### config.mk
export PLATFORM = sky130hd
export DESIGN_NAME = seq_lshift_rot
export DESIGN_NICKNAME = d
export VERILOG_FILES = /design/src/rtl/shift_pkg.sv /design/src/rtl/lshift_step.sv /design/src/rtl/seq_lshift_rot.sv
export SDC_FILE = /design/constraint.sdc
export NUM_CORES = 1
export LEC_CHECK = 0
export ABC_AREA = 1
export CORE_ASPECT_RATIO = 2
export CORE_MARGIN = 2
export CORE_UTILIZATION = 49
export CTS_CLUSTER_SIZE = 14
export DETAILED_ROUTE_END_ITERATION = 7
export PLACE_DENSITY = 0.9
export SYNTH_ARGS = -nofsm -noshare
export SYNTH_HDL_FRONTEND = slang
export SYNTH_SLANG_ARGS = --single-unit
### constraint.sdc
create_clock -name clk -period 4.2 [get_ports clk]
set_clock_uncertainty 0.1 [all_clocks]
set_input_delay 0.84 -clock clk [delete_from_list [all_inputs] [get_ports clk]]
set_output_delay 0.84 -clock clk [all_outputs]
set_load 0.05 [all_outputs]
### src/rtl/shift_pkg.sv
// Shared types and constants for the sequential left shifter/rotator.
package shift_pkg;

   localparam int WIDTH = 32;
   localparam int SHW   = 5;
   localparam int STEP  = 2;

   typedef enum logic [1:0] {
      IDLE,
      SHIFT,
      DONE
   } state_t;

endpackage

### src/rtl/lshift_step.sv
// One combinational left step of 1 or 2 bits, logical or rotating.
module lshift_step #(
   parameter int WIDTH = shift_pkg::WIDTH
) (
   input  logic [WIDTH-1:0] data,
   input  logic             two,
   input  logic             rotate,
   output logic [WIDTH-1:0] result
);

   logic [1:0] fill2;
   logic       fill1;

   always_comb begin
      fill2 = rotate ? data[WIDTH-1 -: 2] : 2'b00;
      fill1 = rotate ? data[WIDTH-1] : 1'b0;
      if (two) begin
         result = {data[WIDTH-3:0], fill2};
      end else begin
         result = {data[WIDTH-2:0], fill1};
      end
   end

endmodule

### src/rtl/seq_lshift_rot.sv
// Multi-cycle left shifter/rotator: 2 bits per clock, 1 on an odd tail.
module seq_lshift_rot #(
   parameter int WIDTH = shift_pkg::WIDTH,
   parameter int SHW   = shift_pkg::SHW
) (
   input  logic             clk,
   input  logic             rst,
   input  logic             start,
   input  logic             rotate,
   input  logic [WIDTH-1:0] a,
   input  logic [SHW-1:0]   shamt,
   output logic             busy,
   output logic             done,
   output logic [WIDTH-1:0] out1
);

   import shift_pkg::*;

   state_t           state_q, state_d;
   logic [SHW-1:0]   rem_q, rem_d;
   logic             rot_q, rot_d;
   logic [WIDTH-1:0] out1_q, out1_d;
   logic             busy_q, busy_d;
   logic             done_q, done_d;
   logic             two;
   logic [WIDTH-1:0] step_out;

   assign two = (rem_q >= SHW'(STEP));

   lshift_step #(
      .WIDTH (WIDTH)
   ) u_step (
      .data   (out1_q),
      .two    (two),
      .rotate (rot_q),
      .result (step_out)
   );

   always_comb begin
      state_d = state_q;
      rem_d   = rem_q;
      rot_d   = rot_q;
      out1_d  = out1_q;
      unique case (state_q)
         IDLE: begin
            if (start) begin
               out1_d  = a;
               rem_d   = shamt;
               rot_d   = rotate;
               state_d = (shamt == '0) ? DONE : SHIFT;
            end
         end
         SHIFT: begin
            out1_d = step_out;
            rem_d  = two ? (rem_q - SHW'(STEP)) : '0;
            if (rem_d == '0) begin
               state_d = DONE;
            end
         end
         DONE: begin
            state_d = IDLE;
         end
         default: begin
            state_d = IDLE;
         end
      endcase
      // Status flags are registered from the next state so they align with it.
      busy_d = (state_d != IDLE);
      done_d = (state_d == DONE);
   end

   always_ff @(posedge clk) begin
      if (rst) begin
         state_q <= IDLE;
         rem_q   <= '0;
         rot_q   <= 1'b0;
         out1_q  <= '0;
         busy_q  <= 1'b0;
         done_q  <= 1'b0;
      end else begin
         state_q <= state_d;
         rem_q   <= rem_d;
         rot_q   <= rot_d;
         out1_q  <= out1_d;
         busy_q  <= busy_d;
         done_q  <= done_d;
      end
   end

   assign busy = busy_q;
   assign done = done_q;
   assign out1 = out1_q;

endmodule

==> metrics.md <==
| Metric | Value |
|---|---|
| Post-synth EDFFs | 0 |
| Critical path type | primary input to register |
| RSZ-0062 raised after global routing | false |
| Switch share | 45.8% |
| Post-CTS Resized | 0 |
| CTS Buffer Depth | 2 |
| CTS Buf Count | 5 |
| DR DRC count | 0 |
| Synth Net Count | 355 |
| Total global-route track usage | 24.8% |
| Hold Path Class | register to register |
| First DRT Iteration DRCs | 109 |
| N_diodes | 0 |
| Finish-stage setup viols | 0 |
| Critical Path AT | 2.97 ns |
| Sequential share of power | 34.2% |
| Vias in the first global route | 2,293 |
| P per Cell Area | 504 mW/mm² |
| Layout cells sized above 1 | 9.68% |
| Via density per instance | 5.90 |
| Synth async-reset ratio | 0% |
| Placeable Area | 0.00438 mm² |
| Most common cell in the netlist | o21ai_0 |
| Std-Cell Rows | 34 |
| Syn Area/Cell | 7.18 µm² |
| Share of the synthesized area in the top cell type | 37.4% |
| Largest net degree at the start of global routing | 52 |
| Clock-pin slew on the worst setup and hold paths | 0.08 ns |
| Slew at the pin with the worst max-slew slack | 0.994 ns |
| Predominant post-synthesis flop cell | dfxtp_1 |
| Req. time, crit path | 4.34 ns |
| Die Wd | 51.9 µm |
| Port Buf Inserts | 74 |
| Leading area contributor after synthesis | dfxtp_1 |
| Post-synthesis cell count | 313 |
| Clock Latency Late Sink | 0.29 ns |
| DRT Pass-1 Iters | 4 |
| Max-slew headroom | 33.5% |
| Final Hold Fails | 0 |
| Worst setup SP type | primary input |
| Placer Congestion | 0.841 |
| Hold_ws | 0.388 ns |
| Register bit count reported by yosys | 42 |
| Final #Nets | 413 |
| Ports | 75 |
| Post-synthesis sequential area ratio | 37.4% |
| WL/cell | 15.2 µm |
| Max Cap Viol | 0 |
| Routed Antenna Nets | 0 |
| Post-Route WL | 6480 µm |
| Top post-synthesis cells by area | dfxtp_1 (37%), o21ai_0 (16%), a21oi_2 (7.8%), a21oi_1 (7.1%), nand2_1 (6.0%) |
| CTS root buf | clkbuf_8 |
| Status | finished, final reports clean |
| CTS tree | done |
| Int Pwr | 828 µW |
| Starting Density | 51.3% |
| Die area | 0.00517 mm² |
| Count of cell types in the netlist | 24 |
| IR drop worst, VDD | 0.396 mV |
| Fin. max-slew vios | 0 |
| Post-DP HPWL | 4290 µm |
| Chip height | 99.7 µm |
| Total vias in the final route | 2,512 |
| Logic pwr share | 48.1% |
| Hold Buf Count CTS | 0 |
| Htree depth | 2 |
| Period utilization | 67.4% |
| Final Critical Period | 2.83 ns |
| First-pass GRT wire length | 10,200 µm |
| Clock share of power | 17.7% |
| Area of the mapped netlist | 0.00225 mm² |
| Layout area overhead | 35.0% |
| Buffer count from post-CTS setup fixing | 0 |
| Crit path max fanout | 34 |
| Initial antenna violation count | 0 |
| Top cells by count, synth | o21ai_0 (71), dfxtp_1 (42), nand2_1 (36) |
| YS warnings | 0 |
| CP endpoint kind | register |
| F_max | 353 MHz |
| Static leakage | 1.11 nW |
| Grt ovf | 0 |
| CTS sink cnt | 42 |
| Setup TNS Final | 0 ns |
| Switching Power | 700 µW |
-- area by class of cell --
type                    instances  area [µm²]
clock buffers                   7        86.3
clock inverters                 1        5.00
fillers                       370        1350
inverters                      32         120
multi-input cells             215        1160
flip-flops and latches         42         841
well taps                      54        67.6
repair buffers                 75         748
-- power by group through the flow --
stage / Combinational [mW] / Clock (mW) / Sequential, mW
final: 0.735 / 0.271 / 0.522
after global routing: 0.788 / 0.287 / 0.529
after CTS: 0.731 / 0.270 / 0.520
after detailed placement: 0.723 / 0 / 0.528
after global placement: 0.711 / 0 / 0.527
after floorplan: 0.365 / 0 / 0.699
-- cell usage in the layout, fill, tap and decap left out --
| cell | netlist | layout |
|---|---|---|
| a21oi_1 | 32 | 32 |
| a21oi_2 | 20 | 20 |
| a31oi_1 | 4 | 4 |
| buf_4 | 2 | 1 |
| clkbuf_1 | 13 | 1 |
| clkbuf_8 | 0 | 6 |
| clkdlybuf4s50_1 | 0 | 74 |
| clkinv_2 | 0 | 1 |
| dfxtp_1 | 42 | 42 |
| ha_1 | 1 | 1 |
| inv_1 | 29 | 29 |
| inv_2 | 3 | 3 |
| nand2_1 | 36 | 36 |
| nand2_2 | 3 | 3 |
| nand3_1 | 11 | 11 |
| nand4_1 | 2 | 2 |
| nor2_1 | 4 | 4 |
| nor2_2 | 2 | 2 |
| nor3_1 | 1 | 1 |
| o211ai_1 | 15 | 15 |
| o21a_1 | 1 | 1 |
| o21ai_0 | 71 | 71 |
| o21ai_1 | 11 | 11 |
| o22ai_1 | 1 | 1 |
-- metrics by stage --
| step | instances | total power, mW | worst slack, ns | instance area (µm²) | utilization (%) |
|---|---|---|---|---|---|
| 2_1_floorplan | 313 | 1.06 | 2.48 | 2250 | - |
| 3_3_place_gp | 418 | 1.24 | 1.16 | 2940 | 67.1 |
| 3_5_place_dp | 418 | 1.25 | 1.12 | 2940 | 67.1 |
| 4_1_cts | 426 | 1.52 | 1.43 | 3030 | 69.2 |
| 5_1_grt | 426 | 1.60 | 1.24 | 3030 | 69.2 |
| 6_report | 426 | 1.53 | 1.37 | 3030 | 69.2 |
-- worst max-delay path: stages --
cell	delay [ns]
clkdlybuf4s50_1	0.45
nand2_1	0.05
buf_4	0.22
nand2_1	0.77
inv_1	0.30
a21oi_1	0.22
nand2_1	0.07
inv_1	0.05
-- cells by family (layout without fill, tap and decap cells) --
family,count (synthesis),after routing,synth area share (%)
AOI/OAI and AO/OA,155,155,39.9
and+or+nand+nor,59,59,11.3
buffers and inverters,56,115,10.8
DFF,42,42,37.4
adders and majority gates,1,1,0.557
-- per-layer routing --
metal | GRT usage (%) | part of all wire (%)
met1 | 29.4 | 39
met2 | 41.8 | 53
met3 | 3.60 | 5.0
met4 | 12.8 | 3.6
met5 | 0 | 0
-- sequential cells by signal, indices dropped and copies added (netlist names) --
signal,flops
busy,1
done,1
state_q,2
rot_q,1
out1,32
rem_q,5
-- worst paths after layout --
path	from	end	slack (ns)	depth (start not counted)
setup / recovery	start	out1[0]	1.37	8
hold / removal	rot_q	rot_q	0.39	2
setup reg to reg	state_q[1]	rem_q[2]	1.40	6
hold reg to reg	rot_q	rot_q	0.39	2
Power figures use the tool's default switching activity.
